<file path="config.mk">
export PLATFORM = sky130hd
export DESIGN_NAME = pic_init_sequencer
export DESIGN_NICKNAME = d
export VERILOG_FILES = /design/src/rtl/pic_init_sequencer.sv
export SDC_FILE = /design/constraint.sdc
export NUM_CORES = 1
export LEC_CHECK = 0
export ABC_AREA = 1
export BUFFER_PORTS_ARGS = -buffer_cell sky130_fd_sc_hd__buf_2
export CORE_MARGIN = 2
export CORE_UTILIZATION = 35
export DETAILED_ROUTE_END_ITERATION = 6
export PLACE_DENSITY = 0.58
export SYNTH_ARGS = -nofsm -noshare
export SYNTH_HDL_FRONTEND = slang
export SYNTH_SLANG_ARGS = --single-unit
</file>
<file path="constraint.sdc">
create_clock -name clk -period 2.1 [get_ports clk]
set_clock_uncertainty 0.1 [all_clocks]
set_input_delay 0.315 -clock clk [delete_from_list [all_inputs] [get_ports clk]]
set_output_delay 0.315 -clock clk [all_outputs]
set_load 0.01 [all_outputs]
</file>
<file path="src/rtl/pic_init_sequencer.sv">
// Host-side 8259 driver: writes ICW1..ICW4 + OCW1 after a start pulse, then
// answers pic_int with a two-pulse INTA cycle and captures the vector byte.

module pic_init_sequencer #(
  parameter logic [7:0]  ICW1_VAL     = 8'h11,
  parameter logic [7:0]  ICW2_VAL     = 8'hF0,
  parameter logic [7:0]  ICW3_VAL     = 8'h07,
  parameter logic [7:0]  ICW4_VAL     = 8'h0F,
  parameter logic [7:0]  OCW1_VAL     = 8'h00,
  parameter int unsigned PULSE_CYCLES = 2,
  parameter int unsigned GAP_CYCLES   = 2
) (
  input  logic       clk,
  input  logic       rst_n,
  input  logic       start,
  output logic       busy,
  output logic       init_done,
  output logic       pic_cs_n,
  output logic       pic_a0,
  output logic       pic_wr_n,
  output logic       pic_rd_n,
  output logic       pic_inta_n,
  output logic [7:0] data_out,
  output logic       data_oe,
  input  logic [7:0] data_in,
  input  logic       pic_int,
  output logic [7:0] vector,
  output logic       vector_valid,
  input  logic       vector_ack
);

  typedef enum logic [3:0] {
    StIdle, StWSetup, StWLow, StWHold, StWGap,
    StReady, StILow1, StIGap, StILow2, StIEnd
  } state_e;

  localparam logic [15:0] PulseLast = 16'(PULSE_CYCLES - 1);
  localparam logic [15:0] GapLast   = 16'(GAP_CYCLES - 1);
  localparam logic        Sngl      = ICW1_VAL[1];
  localparam logic        Ic4       = ICW1_VAL[0];

  state_e      state_q, state_d;
  logic [2:0]  step_q, step_d;
  logic [15:0] cnt_q, cnt_d;
  logic        init_done_q, init_done_d;
  logic [7:0]  vector_q, vector_d;
  logic        vector_valid_q, vector_valid_d;

  logic [7:0]  wr_byte;
  logic        wr_a0;
  logic [2:0]  step_nxt;

  // Step index 0..4 = ICW1, ICW2, ICW3, ICW4, OCW1
  always_comb begin
    wr_a0   = 1'b1;
    wr_byte = OCW1_VAL;
    case (step_q)
      3'd0:    begin wr_a0 = 1'b0; wr_byte = ICW1_VAL; end
      3'd1:    wr_byte = ICW2_VAL;
      3'd2:    wr_byte = ICW3_VAL;
      3'd3:    wr_byte = ICW4_VAL;
      default: wr_byte = OCW1_VAL;
    endcase
    step_nxt = step_q + 3'd1;
    if (step_nxt == 3'd2 && Sngl) step_nxt = 3'd3;
    if (step_nxt == 3'd3 && !Ic4) step_nxt = 3'd4;
  end

  always_comb begin
    state_d        = state_q;
    step_d         = step_q;
    cnt_d          = cnt_q;
    init_done_d    = init_done_q;
    vector_d       = vector_q;
    vector_valid_d = vector_valid_q;
    busy           = 1'b1;
    pic_cs_n       = 1'b1;
    pic_wr_n       = 1'b1;
    pic_inta_n     = 1'b1;
    pic_a0         = 1'b0;
    data_out       = 8'h00;
    data_oe        = 1'b0;

    if (vector_ack) vector_valid_d = 1'b0;

    case (state_q)
      StIdle, StReady: begin
        busy = 1'b0;
        if (start) begin
          state_d        = StWSetup;
          step_d         = 3'd0;
          init_done_d    = 1'b0;
          vector_valid_d = 1'b0;
        end else if (state_q == StReady && pic_int && (!vector_valid_q || vector_ack)) begin
          state_d = StILow1;
          cnt_d   = '0;
        end
      end
      StWSetup, StWLow, StWHold: begin
        pic_cs_n = 1'b0;
        pic_a0   = wr_a0;
        data_out = wr_byte;
        data_oe  = 1'b1;
        if (state_q == StWSetup) begin
          state_d = StWLow;
          cnt_d   = '0;
        end else if (state_q == StWHold) begin
          state_d = StWGap;
          cnt_d   = '0;
        end else begin
          pic_wr_n = 1'b0;
          if (cnt_q == PulseLast) state_d = StWHold;
          else                    cnt_d   = cnt_q + 16'd1;
        end
      end
      StWGap: begin
        if (cnt_q != GapLast) begin
          cnt_d = cnt_q + 16'd1;
        end else if (step_q == 3'd4) begin
          state_d     = StReady;
          init_done_d = 1'b1;
        end else begin
          step_d  = step_nxt;
          state_d = StWSetup;
        end
      end
      StILow1, StILow2: begin
        pic_inta_n = 1'b0;
        if (cnt_q != PulseLast) begin
          cnt_d = cnt_q + 16'd1;
        end else if (state_q == StILow1) begin
          state_d = StIGap;
          cnt_d   = '0;
        end else begin
          // Capture overrides a same-cycle ack.
          state_d        = StIEnd;
          vector_d       = data_in;
          vector_valid_d = 1'b1;
        end
      end
      StIGap: begin
        if (cnt_q == GapLast) begin
          state_d = StILow2;
          cnt_d   = '0;
        end else begin
          cnt_d = cnt_q + 16'd1;
        end
      end
      StIEnd:  state_d = StReady;
      default: state_d = StIdle;
    endcase
  end

  always_ff @(posedge clk or negedge rst_n) begin
    if (!rst_n) begin
      state_q        <= StIdle;
      step_q         <= 3'd0;
      cnt_q          <= '0;
      init_done_q    <= 1'b0;
      vector_q       <= 8'h00;
      vector_valid_q <= 1'b0;
    end else begin
      state_q        <= state_d;
      step_q         <= step_d;
      cnt_q          <= cnt_d;
      init_done_q    <= init_done_d;
      vector_q       <= vector_d;
      vector_valid_q <= vector_valid_d;
    end
  end

  assign pic_rd_n     = 1'b1;
  assign init_done    = init_done_q;
  assign vector       = vector_q;
  assign vector_valid = vector_valid_q;

endmodule
</file>
---- After elaboration in Yosys (flattened, before gate mapping) ----
Cells that the tools add are included.
W data, S select, Z words.
word-level totals
  word-level logic and storage cells ...... 99
  output and inout port bits .............. 25
  input port bits ......................... 13
  bits in registers ....................... 33
operators by class
  equal/unequal tests ..................... 28
  reduce and logical (&&, ||, !) cells .... 16
  add/sub/neg operators ................... 2
  bitwise operators ....................... 2
  mux-type cells .......................... 45
operator list
  kind                     number
  $mux W16                 9
  $pmux W16 S5             1
  $mux W4                  9
  $pmux W8 S4              1
  $pmux W4 S6              1
  $ne A2 B2 Y1 const B     9
  $add A16 B1 Y16 const B  1
  $eq A16 B1 Y1 const B    1
  $eq A4 B3 Y1 const B     4
  $mux W1                  16
  $ne A16 B1 Y1 const B    1
  $mux W3                  4
  $eq A4 B2 Y1 const B     2
  $eq A4 B4 Y1 const B     2
  $mux W8                  1
  $ne A4 B4 Y1 const B     2
  $reduce_and A4 Y1        2
  $eq A3 B2 Y1 const B     2
  $ne A3 B3 Y1 const B     2
  $pmux W3 S2              1
  $reduce_and A6 Y1        1
  $reduce_and A5 Y1        1
  $reduce_bool A5 Y1       1
  $eq A4 B1 Y1 const B     1
  other kinds (14)         18

---- Logic depth before layout (Yosys ltp) ----
Gate-level depths: netlist of the first run.
  word-level depth ........................ 6
  depth in mapped cells ................... 12
  mapped depth without buffers ............ 11

---- Worst setup path before layout of the first run ----
Ideal clock, no wire load.
  kind .................................... flip-flop to output port
  start ................................... reg state_q[3]
  end ..................................... out data_out[2]
  stages on the path, launching flop included .. 7
  path buffers ............................ 1
  path slack .............................. 0.226 ns
  arrival time ............................ 1.459 ns
  data required time ...................... 1.685 ns
  cells stage by stage .................... dfrtp_1 nor2_1 inv_1 nor2_1 inv_1 nor2_1 buf_4
on the way
  cells in the longest elaborated chain, start to end .. 3
  elaborated cells between the ends (all ways) .. 5
  classes of those cells .................. eq/ne: 3; mux: 1; reduce/logical: 1
ends and longest elaborated chain
  element                                              line  RTL
  start, declared                                      42    state_e state_q, state_d;
  start signal, assigned                               156   state_q <= StIdle;
  start signal, assigned                               163   state_q <= state_d;
  $eq A4 B1 Y1 / $eq A4 B2 Y1 (equally long branches)  86    case (state_q)
  $reduce_or A3 Y1 (*)                                 86
  $mux W8 (*)                                          86
  end, declared                                        23    output logic [7:0] data_out,
Mark *: on every way between the ends. The rest lies on a longest branch, timed or not.

---- Worst setup path in the final report of the first run ----
  start ................................... reg state_q[2]
  end ..................................... out data_out[6]
Same word-level chain as after synthesis.

==> impl_metrics.tcl, run 1 <==
set metrics [dict create \
    status "complete, but fails checks" \
    violations "negative hold slack" \
    cp-start-kind "flip-flop" \
    worstMarginPinSlew_ns 0.731 \
    utilization_pct 42.3 \
    register_area_um2 827 \
    core_area_um2 5990 \
    setup_violations 0 \
    grt_pass1_wl_um 7890 \
    synth_seq_cells 33 \
    fin_crit_sh_pct 94.6 \
    nFillCells 623 \
    antenna_cells 0 \
    antenna_found_initial 0 \
    synth.most_common_cell "nand2_1" \
    yosys-top-cells-area "dfrtp_1 (38%), nand2_1 (21%), nand3_1 (5.7%)" \
    grt_max_degree 34 \
    clk_latency_ns 0.28 \
    drive_gt1_share_pct 22.5 \
    die_w_um 83.0 \
    clock_sinks 33 \
    ys_async_sr_fraction_pct 100 \
    yosysTopAreaCellShare_pct 37.8 \
    grtUsageTotal_pct 13.7 \
    yosysTopAreaCell "dfrtp_1" \
    ant_nets 0 \
    cts_buffers 5 \
    num_vias 1950 \
    multiInputGateArea_um2 1170 \
    synth_area_per_cell_um2 7.06 \
    synth_cells 309 \
    synth_nets 329 \
    first_global_vias 1778 \
    cts_tree "done" \
    nets 366 \
    layout_min_cycle_time_ns 1.99 \
    clockBufferDepth 2 \
    finalHoldViolCount 32 \
    worst-setup-path-type "flip-flop to output port" \
    cts_max_level 2 \
    path_clk_slew_ns 0.08 \
    dp_hpwl_um 3450 \
    routabilityCongestion 0.909 \
    first_pass_iters 4 \
    maxSlewViolCount 0 \
    rows 28 \
    worstSetupEndpointType "output port" \
    synth_commonest_cells "nand2_1 (122), dfrtp_1 (33), inv_1 (31), nor2_1 (26), nand3_1 (25)" \
    fp.dieArea_um2 6880 \
    grt-ovfl-total 0 \
    hold_class "primary input to asynchronous set/reset pin" \
    total_power_mw 3.06 \
    synth_ff_type "dfrtp_1" \
    required_ns 1.68 \
    wire_per_inst_um 10.7 \
    hold_ws_ns -0.0142 \
    ys_seq_area_share_pct 37.8 \
    routed_wl_um 4530 \
    syn2layout_area_growth_pct 16.0 \
    p_leak_nw 1.33 \
    die_h_um 83.0 \
    crit_arrival_ns 1.57 \
    drt_iter0_drc 79 \
    io_buffer_count 36 \
    worst-path-max-fanout 4 \
    ys_warn_count 0 \
    ir_worst_vdd_mv 0.491 \
    synth_cell_types 33 \
    viasPerCell 4.62 \
    start_util_pct 36.4 \
    power.density_nw_per_um2 1210 \
    maxCapViolations 0 \
    slew_headroom_pct 51.3 \
    cts_root_buffer "clkbuf_8" \
    io_pins 38 \
    synth_edf_count 0 \
    drc 0 \
    fmax_ghz 0.503 \
    synth_area_um2 2180 \
]
-- cells by family after synthesis --
family                     after synthesis  synth area share [%]
and+or+nand+nor                        205                  42.5
buffers and inverters                   43                  8.77
DFF                                     33                  37.8
AOI/OAI and AO/OA                       13                  3.84
xor gates and xnor gates                 7                  2.81
adders and majority gates                7                  4.01
other                                    1                 0.172
-- flip-flops by register name, summed over array words and instances, names as in the netlist --
register      flops
cnt_q            16
init_done         1
vector            8
vector_valid      1
state_q           4
step_q            3
-- placed cells by master (no fill, tap or decap), types with 2 or more instances in the layout --
cell,synthesis,final
nor3_1,3,3
a21oi_1,4,4
inv_2,4,4
nor2_1,26,24
inv_1,31,31
dfrtp_1,33,32
buf_2,1,36
or2_0,2,2
nand2_1,122,122
nand2_2,7,7
nand3_1,25,25
xor2_1,5,5
clkbuf_8,0,5
nor2_2,6,8
nand3_2,6,6
o21ai_1,3,3
ha_1,7,7
xnor2_1,2,2
nand4_1,3,3
-- routing by layer --
layer	share of wire [%]	vias to the layer above	wire, um	GRT usage, %
met1	50	866	2280	18.9
met5	0	-	0	0
met2	43	45	1950	20.7
met4	2.0	0	92	5.96
li1	-	1031	-	-
met3	4.4	8	201	2.68
-- worst paths after layout --
kind | slack (ns) | endpoint | depth (start not counted) | start
worst min-delay path | -0.01 | cnt_q[13]$_DFFE_PN0P_ | 1 | rst_n
max in group asynchronous | 1.40 | state_q[3]$_DFFE_PN0P_ | 1 | rst_n
worst max-delay path | 0.11 | data_out[6] | 6 | state_q[2]$_DFFE_PN0P_
worst min register to register | 0.38 | vector[5]$_DFFE_PN0P_ | 2 | vector[5]$_DFFE_PN0P_
min in group clk | 0.12 | vector[7]$_DFFE_PN0P_ | 3 | data_in[7]
worst max register to register | 0.37 | cnt_q[14]$_DFFE_PN0P_ | 11 | cnt_q[1]$_DFFE_PN0P_
-- power breakdown --
| part | internal (mW) | total (mW) | switching (mW) | leakage, nW |
|---|---|---|---|---|
| sequential | 0.749 | 0.873 | 0.124 | 0.416 |
| clock | 0.355 | 0.612 | 0.256 | 0.0543 |
| combinational | 0.514 | 1.57 | 1.06 | 0.862 |
| total | 1.62 | 3.06 | 1.44 | 1.33 |
-- final cells by class --
cell class              count  share of cell area (%)
repair buffers             37                    7.41
clock inverters             3                    1.83
multi-input cells         233                    46.2
clock buffers               5                    2.72
inverters                  36                    5.44
well taps                  75                    3.71
flip-flops and latches     33                    32.7
-- worst max-delay path: stages (launching register included) --
cell,delay (ns)
dfrtp_1,0.44
nor2_2,0.17
inv_1,0.08
nor2_2,0.16
nand2_1,0.11
nor2_1,0.16
buf_2,0.16
-- stage by stage --
stage,setup slack [ns],hold slack [ns],setup TNS [ns],std cells,area (um2)
4_1_cts,0.0576,0.0144,0,422,2530
6_report,0.114,-0.0142,0,422,2530
2_1_floorplan,0.226,-0.0806,0,309,2180
3_5_place_dp,0.297,0.336,0,414,2410
3_3_place_gp,0.305,0.328,0,414,2410
5_1_grt,-0.0124,0.0546,-0.0124,422,2530
-- timing repair --
| item | CTS | global route |
|---|---|---|
| hold endpoints to repair | 0 | 0 |
| setup buffers | 0 | 0 |
| endpoints found under the setup margin | 4 | 8 |
| hold buffers | 0 | 0 |
| gates resized for setup | 1 | 2 |
Note: power is estimated with default switching activity, not from simulation.
==> run 2, diff against run 1 <==
- RECOVER_POWER: default -> 100
==> run 2 against run 1 <==
Net effect: the flow now finishes without violations; total power is 1.4% lower; sequential share of layout area is 0.43 points higher; register-to-register slack worse by 0.11 ns; clock-buffer cell count unchanged; cell area is 1.3% lower; combinational power fell by 3%; routed wire length about the same; hold slack improved by 0.027 ns; utilization down 0.54 points; critical endpoint unchanged; largest cell class unchanged; largest power group unchanged.
==> impl_metrics.tcl, run 2 (synthesis gave the netlist of run 1 again) <==
set metrics [dict create \
    grt-ovfl-total 0 \
    crit_top_cell "nor2_2" \
    critical_path.top_delay_family "simple AND/OR/NAND/NOR gates" \
    io_pins 38 \
    first_pass_iters 4 \
    post_cts_buffers 0 \
    cts_buffers 5 \
    path_clk_slew_ns 0.08 \
    num_vias 1944 \
    dp_hpwl_um 3450 \
    io_buffer_count 36 \
    slew_headroom_pct 45.5 \
    power.density_nw_per_um2 1210 \
    wire_per_inst_um 10.7 \
    fmax_ghz 0.506 \
    hold_buffers 0 \
    finalHoldViolCount 0 \
    syn2layout_area_growth_pct 14.5 \
    antenna_cells 0 \
    slowest_stage "dfrtp_1" \
    worst-path-max-fanout 4 \
    final_common_cell "nand2_1" \
    critPathMaxStageDelay_ns 0.43 \
    largest_reg_flops 16 \
    cts_max_level 2 \
    regMostFlops "cnt_q" \
    worstMarginPinSlew_ns 0.817 \
    crit_arrival_ns 1.56 \
    fp.dieArea_um2 6880 \
    die_w_um 83.0 \
    cp-start-kind "flip-flop" \
    fin_crit_sh_pct 94.1 \
    ant_nets 0 \
    grt_max_degree 34 \
    grt_pass1_wl_um 7890 \
    required_ns 1.68 \
    p_leak_nw 1.31 \
    layout_min_cycle_time_ns 1.98 \
    hold_class "primary input to asynchronous set/reset pin" \
    utilization_pct 41.7 \
    layout_common_cells "nand2_1 (124), inv_1 (33), dfrtp_1 (32)" \
    drc 0 \
    drt_iter0_drc 92 \
    maxSlewViolCount 0 \
    worst-setup-path-type "flip-flop to output port" \
    ir_worst_vdd_mv 0.475 \
    clk_latency_ns 0.28 \
    nFillCells 634 \
    first_global_vias 1778 \
    fin_cells 422 \
    setup_violations 0 \
    cts_root_buffer "clkbuf_8" \
    rows 28 \
    viasPerCell 4.61 \
    core_area_um2 5990 \
    worstSetupEndpointType "output port" \
    dp_cells 414 \
    crit_chain "nor2_2, inv_1, nor2_2, nand2_1, nor2_1, buf_2" \
    cts_tree "done" \
    maxCapViolations 0 \
    clock_sinks 33 \
    die_h_um 83.0 \
    routed_wl_um 4530 \
    setup-tns-final_ns 0 \
    finalWorstSetupSlack_ns 0.123 \
    nets 366 \
    post-place-ws_ns 0.297 \
    status "finished, final reports clean" \
    clockBufferDepth 2 \
    drive_gt1_share_pct 17.6 \
    routabilityCongestion 0.909 \
    grtUsageTotal_pct 13.7 \
    rrSetupSlack_ns 0.26 \
    hold_ws_ns 0.0132 \
    antenna_found_initial 0 \
    start_util_pct 36.4 \
    crit_buf_inv 2 \
]
## run 2: changes by cell type in the layout (fill, tap and decap cells not counted), moves of 2 or more
cell / delta
nand2_1: +2
nand2_2: -2
inv_1: +2
buf_2: -11
nor2_2: -2
clkbuf_2: +2
clkbuf_1: +10
nor2_1: +2
## run 2: metrics by stage
step           cell area, um2  total power [mW]
6_report                 2500              3.02
5_1_grt                  2500              3.27
4_1_cts                  2530              3.08
3_5_place_dp             2410              2.45
3_3_place_gp             2410              2.45
2_1_floorplan            2180              2.10
## run 2: power breakdown
part	switching (mW)	internal, mW
sequential	0.123	0.749
clock	0.256	0.355
combinational	1.04	0.491
## run 2: worst reg2reg max path: cells and delay by family (launching register included)
family        cells  cell delay, ns
buf+inv           4            0.52
simple gates      6            0.63
fa+ha+maj         1            0.12
flops             1            0.41
## run 2: per-layer routing
metal	vias up	track usage, %	wire, um
li1	1026	-	-
met1	864	18.9	2290
met2	46	20.7	1970
met3	8	2.68	183
met4	0	5.96	92
met5	-	0	0
## run 2: final cells by class
type | count | area [um2] | area share [%]
clock buffers | 5 | 68.8 | 2.75
clock inverters | 3 | 46.3 | 1.85
inverters | 36 | 135 | 5.41
multi-input cells | 233 | 1150 | 46.2
flip-flops and latches | 33 | 827 | 33.1
well taps | 75 | 93.8 | 3.76
repair buffers | 37 | 173 | 6.91
## run 2: worst paths after layout
check                                        from  depth (start not counted)                endpoint
max reg2reg                  cnt_q[1]$_DFFE_PN0P_                         11   vector[1]$_DFFE_PN0P_
min reg2reg                 vector[7]$_DFFE_PN0P_                          2   vector[7]$_DFFE_PN0P_
min in group clk                       data_in[7]                          3   vector[7]$_DFFE_PN0P_
max in group asynchronous                   rst_n                          1  state_q[3]$_DFFE_PN0P_
min                                         rst_n                          1   cnt_q[13]$_DFFE_PN0P_
max                        state_q[2]$_DFFE_PN0P_                          6             data_out[6]
## run 2: what timing repair did
item | CTS | global route
resized for setup | 1 | 2
gates cloned | 0 | 0
pin swaps | 0 | 0
endpoints found under the setup margin | 4 | 8
